File: src/rtl/mc8051_mem_resp.sv
// Memory-side responder for the mc8051 core: routes one byte request at a time to IRAM, SFR strobes or the external bus.
// Define MC8051_MEM_WPOST_EN to post XRAM writes into a one-entry buffer that completes on the bus in the background.
module mc8051_mem_resp #(
    parameter int unsigned IRAM_AW     = 8,
    parameter int unsigned BUS_TIMEOUT = 16,
    parameter logic [7:0]  TMO_RDATA   = 8'hFF
) (
    input  logic        i_clk,
    input  logic        i_rst,
    input  logic        i_mem_req,
    output logic        o_mem_ready,
    input  logic        i_mem_we,
    input  logic [1:0]  i_mem_space,
    input  logic [15:0] i_mem_addr,
    input  logic [7:0]  i_mem_wdata,
    output logic        o_mem_done,
    output logic [7:0]  o_mem_rdata,
    output logic        o_mem_err,
    output logic        o_sfr_re,
    output logic        o_sfr_we,
    output logic [7:0]  o_sfr_addr,
    output logic [7:0]  o_sfr_wdata,
    input  logic [7:0]  i_sfr_rdata,
    output logic        o_bus_req,
    output logic        o_bus_we,
    output logic        o_bus_code,
    output logic [15:0] o_bus_addr,
    output logic [7:0]  o_bus_wdata,
    input  logic        i_bus_ack,
    input  logic [7:0]  i_bus_rdata
);

    localparam logic [1:0] SP_CODE = 2'd0;
    localparam logic [1:0] SP_IRAM = 2'd1;
    localparam logic [1:0] SP_XRAM = 2'd2;
    localparam logic [1:0] SP_SFR  = 2'd3;

    localparam int unsigned      CNT_W    = (BUS_TIMEOUT > 2) ? $clog2(BUS_TIMEOUT) : 1;
    localparam logic [CNT_W-1:0] CNT_LAST = CNT_W'(BUS_TIMEOUT - 1);
    localparam bit               TMO_EN   = (BUS_TIMEOUT != 0);

    typedef enum logic [1:0] {
        ST_IDLE = 2'd0,
        ST_LOC  = 2'd1,
        ST_BUS  = 2'd2,
        ST_DONE = 2'd3
    } state_t;

    state_t state_q, state_d;

    logic             we_q;
    logic [1:0]       space_q;
    logic             done_q;
    logic             err_q;
    logic [7:0]       rdata_q;
    logic             sfr_re_q;
    logic             sfr_we_q;
    logic [7:0]       sfr_addr_q;
    logic [7:0]       sfr_wdata_q;
    logic             bus_req_q;
    logic             bus_we_q;
    logic             bus_code_q;
    logic [15:0]      bus_addr_q;
    logic [7:0]       bus_wdata_q;
    logic [CNT_W-1:0] tmo_cnt_q;
    logic [7:0]       iram_rd_q;
    logic [7:0]       iram_mem [2**IRAM_AW];

    logic ready;
    logic accept;
    logic req_local;
    logic req_code_wr;
    logic req_post;
    logic bus_active;
    logic bus_tmo;
    logic bus_end;

    assign req_local   = (i_mem_space == SP_IRAM) || (i_mem_space == SP_SFR);
    assign req_code_wr = i_mem_we && (i_mem_space == SP_CODE);
    assign accept      = i_mem_req && ready;

`ifdef MC8051_MEM_WPOST_EN
    logic pw_valid_q;
    assign req_post   = i_mem_we && (i_mem_space == SP_XRAM);
    assign bus_active = (state_q == ST_BUS) || pw_valid_q;
`else
    assign req_post   = 1'b0;
    assign bus_active = (state_q == ST_BUS);
`endif

    // An ack on the final permitted cycle wins over the timeout.
    assign bus_tmo = TMO_EN && bus_active && !i_bus_ack && (tmo_cnt_q == CNT_LAST);
    assign bus_end = bus_active && (i_bus_ack || bus_tmo);

    always_ff @(posedge i_clk) begin
        if (i_rst) begin
            state_q <= ST_IDLE;
        end else begin
            state_q <= state_d;
        end
    end

    always_comb begin
        state_d = state_q;
        unique case (state_q)
            ST_IDLE: begin
                if (accept) begin
                    if (req_local) begin
                        state_d = ST_LOC;
                    end else if (req_code_wr) begin
                        state_d = ST_DONE;
                    end else if (req_post) begin
                        state_d = ST_IDLE;
                    end else begin
                        state_d = ST_BUS;
                    end
                end
            end
            ST_LOC:  state_d = ST_DONE;
            ST_BUS:  if (bus_end) state_d = ST_DONE;
            ST_DONE: state_d = ST_IDLE;
            default: state_d = ST_IDLE;
        endcase
    end

    always_comb begin
        ready = (state_q == ST_IDLE);
`ifdef MC8051_MEM_WPOST_EN
        // Bus-bound requests wait behind a posted write to keep ordering.
        if (pw_valid_q && !req_local) ready = 1'b0;
`endif
    end

    assign o_mem_ready = ready;
    assign o_mem_done  = done_q;
    assign o_mem_err   = err_q;
    assign o_mem_rdata = rdata_q;
    assign o_sfr_re    = sfr_re_q;
    assign o_sfr_we    = sfr_we_q;
    assign o_sfr_addr  = sfr_addr_q;
    assign o_sfr_wdata = sfr_wdata_q;
    assign o_bus_req   = bus_req_q;
    assign o_bus_we    = bus_we_q;
    assign o_bus_code  = bus_code_q;
    assign o_bus_addr  = bus_addr_q;
    assign o_bus_wdata = bus_wdata_q;

    // IRAM is accessed on the accept edge so the read byte is ready by the end of LOC.
    always_ff @(posedge i_clk) begin
        if (accept && (i_mem_space == SP_IRAM)) begin
            if (i_mem_we) begin
                iram_mem[i_mem_addr[IRAM_AW-1:0]] <= i_mem_wdata;
            end
            iram_rd_q <= iram_mem[i_mem_addr[IRAM_AW-1:0]];
        end
    end

    always_ff @(posedge i_clk) begin
        if (i_rst) begin
            we_q        <= 1'b0;
            space_q     <= SP_CODE;
            done_q      <= 1'b0;
            err_q       <= 1'b0;
            rdata_q     <= '0;
            sfr_re_q    <= 1'b0;
            sfr_we_q    <= 1'b0;
            sfr_addr_q  <= '0;
            sfr_wdata_q <= '0;
            bus_req_q   <= 1'b0;
            bus_we_q    <= 1'b0;
            bus_code_q  <= 1'b0;
            bus_addr_q  <= '0;
            bus_wdata_q <= '0;
            tmo_cnt_q   <= '0;
`ifdef MC8051_MEM_WPOST_EN
            pw_valid_q  <= 1'b0;
`endif
        end else begin
            done_q   <= 1'b0;
            err_q    <= 1'b0;
            sfr_re_q <= 1'b0;
            sfr_we_q <= 1'b0;

            if (accept) begin
                we_q    <= i_mem_we;
                space_q <= i_mem_space;
                if (i_mem_space == SP_SFR) begin
                    sfr_re_q    <= !i_mem_we;
                    sfr_we_q    <= i_mem_we;
                    sfr_addr_q  <= i_mem_addr[7:0];
                    sfr_wdata_q <= i_mem_wdata;
                end
                if (req_code_wr) begin
                    done_q <= 1'b1;
                    err_q  <= 1'b1;
                end else if (!req_local) begin
                    bus_req_q   <= 1'b1;
                    bus_we_q    <= i_mem_we;
                    bus_code_q  <= (i_mem_space == SP_CODE);
                    bus_addr_q  <= i_mem_addr;
                    bus_wdata_q <= i_mem_wdata;
                end
`ifdef MC8051_MEM_WPOST_EN
                if (req_post) begin
                    done_q     <= 1'b1;
                    pw_valid_q <= 1'b1;
                end
`endif
            end

            if (state_q == ST_LOC) begin
                done_q <= 1'b1;
                if (!we_q) begin
                    rdata_q <= (space_q == SP_SFR) ? i_sfr_rdata : iram_rd_q;
                end
            end

            if (bus_end) begin
                bus_req_q <= 1'b0;
                tmo_cnt_q <= '0;
`ifdef MC8051_MEM_WPOST_EN
                if (pw_valid_q) begin
                    pw_valid_q <= 1'b0;
                    err_q      <= bus_tmo;
                end else begin
                    done_q <= 1'b1;
                    err_q  <= bus_tmo;
                    if (!we_q) rdata_q <= bus_tmo ? TMO_RDATA : i_bus_rdata;
                end
`else
                done_q <= 1'b1;
                err_q  <= bus_tmo;
                if (!we_q) rdata_q <= bus_tmo ? TMO_RDATA : i_bus_rdata;
`endif
            end else if (bus_active) begin
                tmo_cnt_q <= tmo_cnt_q + CNT_W'(1);
            end
        end
    end

endmodule
File: config.mk
export PLATFORM = sky130hd
export DESIGN_NAME = mc8051_mem_resp
export DESIGN_NICKNAME = d
export VERILOG_FILES = /design/src/rtl/mc8051_mem_resp.sv
export SDC_FILE = /design/constraint.sdc
export NUM_CORES = 2
export LEC_CHECK = 0
export ABC_AREA = 0
export BUFFER_PORTS_ARGS = -buffer_cell sky130_fd_sc_hd__buf_4
export CORE_MARGIN = 10
export CORE_UTILIZATION = 55
export CTS_CLUSTER_SIZE = 25
export DETAILED_ROUTE_END_ITERATION = 10
export HOLD_SLACK_MARGIN = 0.06
export PLACE_DENSITY_LB_ADDON = 0.25
export SYNTH_ARGS = -nofsm -noshare
export SYNTH_HDL_FRONTEND = slang
export SYNTH_SLANG_ARGS = --single-unit
File: constraint.sdc
create_clock -name i_clk -period 2.63 [get_ports i_clk]
set_clock_uncertainty 0.15 [all_clocks]
set_input_delay 0.1315 -clock i_clk [delete_from_list [all_inputs] [get_ports i_clk]]
set_output_delay 0.1315 -clock i_clk [all_outputs]
set_load 0.01 [all_outputs]
-- After elaboration in Yosys (flattened, before gate mapping)
Memories as Yosys holds them, arrays and structs flattened. A register that Yosys moved wholly into a read port is not among the register bits.
Cells that the tools add are included.
W data, S select, Z words.
- flip-flop bits (word level): 64
- memory bits (writable): 2048
- memories: 1
- bits of input ports: 47
- output and inout port bits: 56
- logic and storage cells: 67
- bitwise gates (word level): 4
- mux-type cells: 19
- reduce and logical (&&, ||, !) cells: 17
- eq/ne operators: 9
- $add $sub $neg: 1
- memory list (name ; depth ; bits a word ; read ports ; clocked after memory_dff ; wr ports ; RTL line ; RTL):
    iram_mem ; 256 ; 8 ; 1 ; 1 ; 1 ; 67 ; logic [7:0] iram_mem [2**IRAM_AW];
- operators with widths (cell ; number):
    $mux W8 ; 6
    $mux W1 ; 9
    $eq A2 B2 Y1 const B ; 4
    $pmux W2 S4 ; 1
    $logic_and A1 B1 Y1 ; 6
    $mux W2 ; 3
    $add A4 B1 Y4 const B ; 1
    $eq A2 B1 Y1 const B ; 2
    $eq A4 B4 Y1 const B ; 1
    $logic_not A2 Y1 ; 2
    $ne A2 B1 Y1 const B ; 2
    $not A1 Y1 ; 4
    $reduce_and A2 Y1 ; 2
    $reduce_and A3 Y1 ; 1
    $reduce_or A3 Y1 ; 1
    $logic_not A1 Y1 ; 2
    $logic_or A1 B1 Y1 ; 2
    $reduce_or A2 Y1 ; 1

-- Depth between registers and ports, before layout
- depth in word-level cells: 7
- depth in mapped cells: 9

-- Worst setup path before layout
Ideal clock, no wire load.
- path type: flip-flop to flip-flop
- start: register state_q[0]
- end: memory iram_mem[102][0], enable pin
- cell stages (with the launch flop): 8
- setup time: 370 ps
- slack: -126 ps
- period minus slack after synthesis: 2756 ps
- path buffers: 1
- data arrival time: 2235 ps
- cells stage by stage: dfxtp_1 -> inv_1 -> ha_1 -> nand3_1 -> nor4_1 -> nand2_1 -> buf_2 -> nor2_1
- word-level cells in the longest chain between the ends: 5
- ends and longest elaborated chain (element ; RTL line ; RTL):
    from (decl) ; 49 ; state_t state_q, state_d;
    from (signal assigned) ; 99 ; state_q <= state_d;
    $logic_not A2 Y1 ; 127 ; ready = (state_q == ST_IDLE);
    net o_mem_ready ; 11 ; output logic o_mem_ready,
    $logic_and A1 B1 Y1 ; 80 ; assign accept = i_mem_req && ready;
    $logic_and A1 B1 Y1 ; 150 ; if (accept && (i_mem_space == SP_IRAM)) begin
    $mux W1 ; 150 ;
    $mux W1 (implied by the code) ; 152 ; iram_mem[i_mem_addr[IRAM_AW-1:0]] <= i_mem_wdata;
    to (decl) ; 67 ;
The timed path passes the listed nets, and every way through them passes these cells.

==> summary.md <==
| Metric | Value |
|---|---|
| Status | `finished, violations left` |
| Failing checks | `negative setup slack` |
| Via-per-instance ratio | `6.39` |
| Number of max-cap violations | `0` |
| Clock power share | `41.0%` |
| IO Pins | `103` |
| Vias in the first global route | `43000` |
| Cell Area, Synth | `81000 um^2` |
| Port Buffers | `102` |
| CP max FO | `1` |
| CP Capture Type | `register` |
| Critical path cell sequence | `mux4_2 > a22oi_1 > a21oi_1 > o41ai_4 > buf_4 > nand4_1` |
| Syn nets | `3904` |
| WP data arrival | `3.10 ns` |
| Largest net degree at the start of global routing | `109` |
| Slowest cell on crit path | `o41ai_4` |
| Reg clk slew, reported paths | `0.06 ns` |
| CTS tree | `done` |
| Sequential Power Share | `52.9%` |
| Area of the multi-input gates | `17400 um^2` |
| Setup slack after layout | `-0.0493 ns` |
| Slowest Stage Delay on Critical Path | `0.49 ns` |
| Die area | `163000 um^2` |
| Pins Over Slew Limit | `0` |
| CTS Root Buffer Type | `clkbuf_16` |
| Placed Area | `89100 um^2` |
| Final setup violating endpoints | `1` |
| Peak VDD IR | `0.757 mV` |
| Tcrit/Tclk final | `102%` |
| P per Cell Area | `726 nW/um^2` |
| Gpl congestion | `0.849` |
| Maximum clock path buffer count | `3` |
| Switching Fraction | `21.1%` |
| Tightest Pin Transition | `1.42 ns` |
| GRT overflow | `0` |
| Fin. Hold Viols | `0` |
| Yosys reg bits | `2120` |
| Synth Instances | `3852` |
| Via count | `42900` |
| Yosys warnings | `0` |
| Crit path max-delay family | `compound AO/OA/AOI/OAI gates` |
| Min-Delay Path Class | `input port to register` |
| Net Switching | `14.9 mW` |
| Combinational fraction of design power | `6.1%` |
| DRC | `0` |
| Worst path bufs/invs | `1` |
| NumNets Final | `4671` |
| Clock Latency Late Sink | `0.85 ns` |
| Final cell count without fillers | `6710` |
| Kind of critical path | `register to register` |
| Area grow syn2layout | `19.8%` |
| DR WL/cell | `30.0 um` |
| Fillcell total | `9100` |
| Fmax | `0.373 GHz` |
| Core area | `146000 um^2` |
| RSZ-0062 raised after global routing | `true` |
| Row Count | `140` |
| Pre-CTS setup slack | `-1.35 ns` |
| Startpoint Class | `register` |
| DP HPWL | `123000 um` |
| Slew Limit Headroom | `5.06%` |
| Leakage | `31.4 nW` |
| DRT iter0 DRCs | `5599` |
| Die Width | `404 um` |
| Initial antenna violation count | `9` |
| Die Y | `404 um` |
| First-pass GRT wire length | `296000 um` |
| Htree depth | `4` |
| Register area share after synthesis | `77.8%` |
| TritonCTS Buffers | `202` |
| Clock sink count | `2120` |
| Routed wire length | `201000 um` |
| Tmin final | `2.68 ns` |
| Internal Power | `55.5 mW` |
| Req. time, crit path | `3.05 ns` |
| Synth cell types | `30` |
| Layout cells sized above 1 | `33.7%` |
| TritonRoute pass-1 iters | `8` |
| Sequential Area | `63000 um^2` |
| Dpl cells | `6245` |
| Final Cell Area | `97000 um^2` |
| Synthesized area per cell | `21.0 um^2` |
| Post-route ant nets | `0` |
| GRT Util Overall | `24.7%` |
| Initial Util | `55.5%` |
==> placed cells by master, fill, tap and decap left out, drive strengths merged, types with 11 or more instances in the layout <==
cell type / instances
nand2: 124
clkbuf: 247
nand3: 17
buf: 724
a22oi: 256
a21oi: 192
inv: 16
nor3: 13
edfxtp: 2056
clkinv: 90
o41ai: 32
bufinv: 24
mux4: 512
dlygate4sd3: 86
nand4: 11
dfxtp: 64
nor2: 276
==> state kept, by name, indices dropped and copies added, names as in the netlist, 2 cells and up <==
| signal | flops |
|---|---|
| iram_mem | 2048 |
| iram_rd_q | 8 |
| o_bus_addr | 16 |
| o_bus_wdata | 8 |
| o_mem_rdata | 8 |
| o_sfr_addr | 8 |
| o_sfr_wdata | 8 |
| space_q | 2 |
| state_q | 2 |
| tmo_cnt_q | 4 |
==> Yosys cell counts <==
cell | n | area, um^2
a211oi_1 | 10 | 75.1
a21oi_1 | 192 | 961
a22oi_1 | 256 | 1920
a31oi_1 | 2 | 12.5
and2_1 | 3 | 18.8
buf_1 | 37 | 139
buf_2 | 33 | 165
buf_4 | 22 | 165
buf_6 | 13 | 146
clkbuf_1 | 142 | 533
dfxtp_1 | 64 | 1280
edfxtp_1 | 2056 | 61700
ha_1 | 5 | 62.6
inv_1 | 6 | 22.5
mux2_2 | 1 | 11.3
mux2i_1 | 2 | 20.0
mux4_2 | 512 | 11500
nand2_1 | 124 | 465
nand2b_1 | 5 | 31.3
nand3_1 | 17 | 85.1
nand4_1 | 11 | 68.8
nor2_1 | 276 | 1040
nor2b_1 | 9 | 56.3
nor3_1 | 13 | 65.1
nor3b_1 | 1 | 7.51
nor4_1 | 1 | 6.26
nor4_2 | 3 | 37.5
o41ai_1 | 32 | 280
or2_2 | 2 | 12.5
xor2_1 | 2 | 17.5
==> cell type report <==
| class | count | area share [%] |
|---|---|---|
| flip-flops and latches | 2120 | 65.0 |
| multi-input cells | 1479 | 17.9 |
| repair buffers | 810 | 7.82 |
| clock buffers | 247 | 5.43 |
| well taps | 1917 | 2.47 |
| clock inverters | 126 | 1.32 |
| inverters | 6 | 0.0232 |
| diodes | 5 | 0.0129 |
==> worst reg2reg max path: stages (launching register included) <==
cell,delay [ns]
edfxtp_1,0.36
mux4_2,0.48
a22oi_1,0.41
a21oi_1,0.25
o41ai_4,0.49
buf_4,0.21
nand4_1,0.08
==> logic make-up (layout without fill, tap and decap cells) <==
group / after synthesis / in the layout / share of synthesized area, %
fa+ha+maj: 5 / 5 / 0.0773
compound gates: 492 / 492 / 4.01
buf+inv: 253 / 1189 / 1.45
flops: 2120 / 2120 / 77.8
other cells: 0 / 5 / 0
xor+xnor: 2 / 2 / 0.0216
simple gates: 465 / 465 / 2.33
mux: 515 / 515 / 14.3
==> stage by stage <==
step / hold slack [ns] / TNS, ns / util [%] / power (mW)
final: 0.138 / -0.0493 / 66.5 / 70.4
after global routing: 0.123 / -0.0278 / 66.5 / 72.4
after CTS: 0.0723 / -0.0136 / 66.3 / 70.6
after detailed placement: 0.223 / -7.76 / 61.1 / 42.0
after global placement: 0.216 / -8.11 / 61.1 / 41.9
after floorplan: 0.0608 / -61.99 / - / 39.9
==> final timing paths <==
path,startpoint,to,slack (ns),depth (start not counted)
setup / recovery,iram_mem[127][6],iram_rd_q[6],-0.05,6
hold / removal,i_mem_addr[6],o_sfr_addr[6],0.14,4
setup reg to reg,iram_mem[127][6],iram_rd_q[6],-0.05,6
hold reg to reg,o_sfr_addr[2],o_sfr_addr[2],0.31,2
==> metal layers <==
layer  track usage [%]  vias to the layer above  share of wire, %
li1                  -                    17700                 -
met1              35.8                    22300                39
met2              38.5                     2591                48
met3              4.76                      339                11
met4              7.44                        6               3.0
met5                 0                        -             0.021
==> timing repair <==
item,in CTS,in global routing
endpoints found under the setup margin,64,288
setup buffers,0,1
endpoints found under the hold margin,2169,0
pin swaps,1,17
hold buffers,86,0
gates resized for setup,35,36
==> power groups by stage <==
stage,Combinational (mW),Sequential [mW],Clock (mW)
floorplan,1.96,38.0,0
global placement,3.96,38.0,0
detailed placement,4.03,38.0,0
CTS,4.22,37.2,29.2
global route,4.55,37.2,30.6
finish,4.29,37.3,28.8
Note: power is estimated with default switching activity, not from simulation.
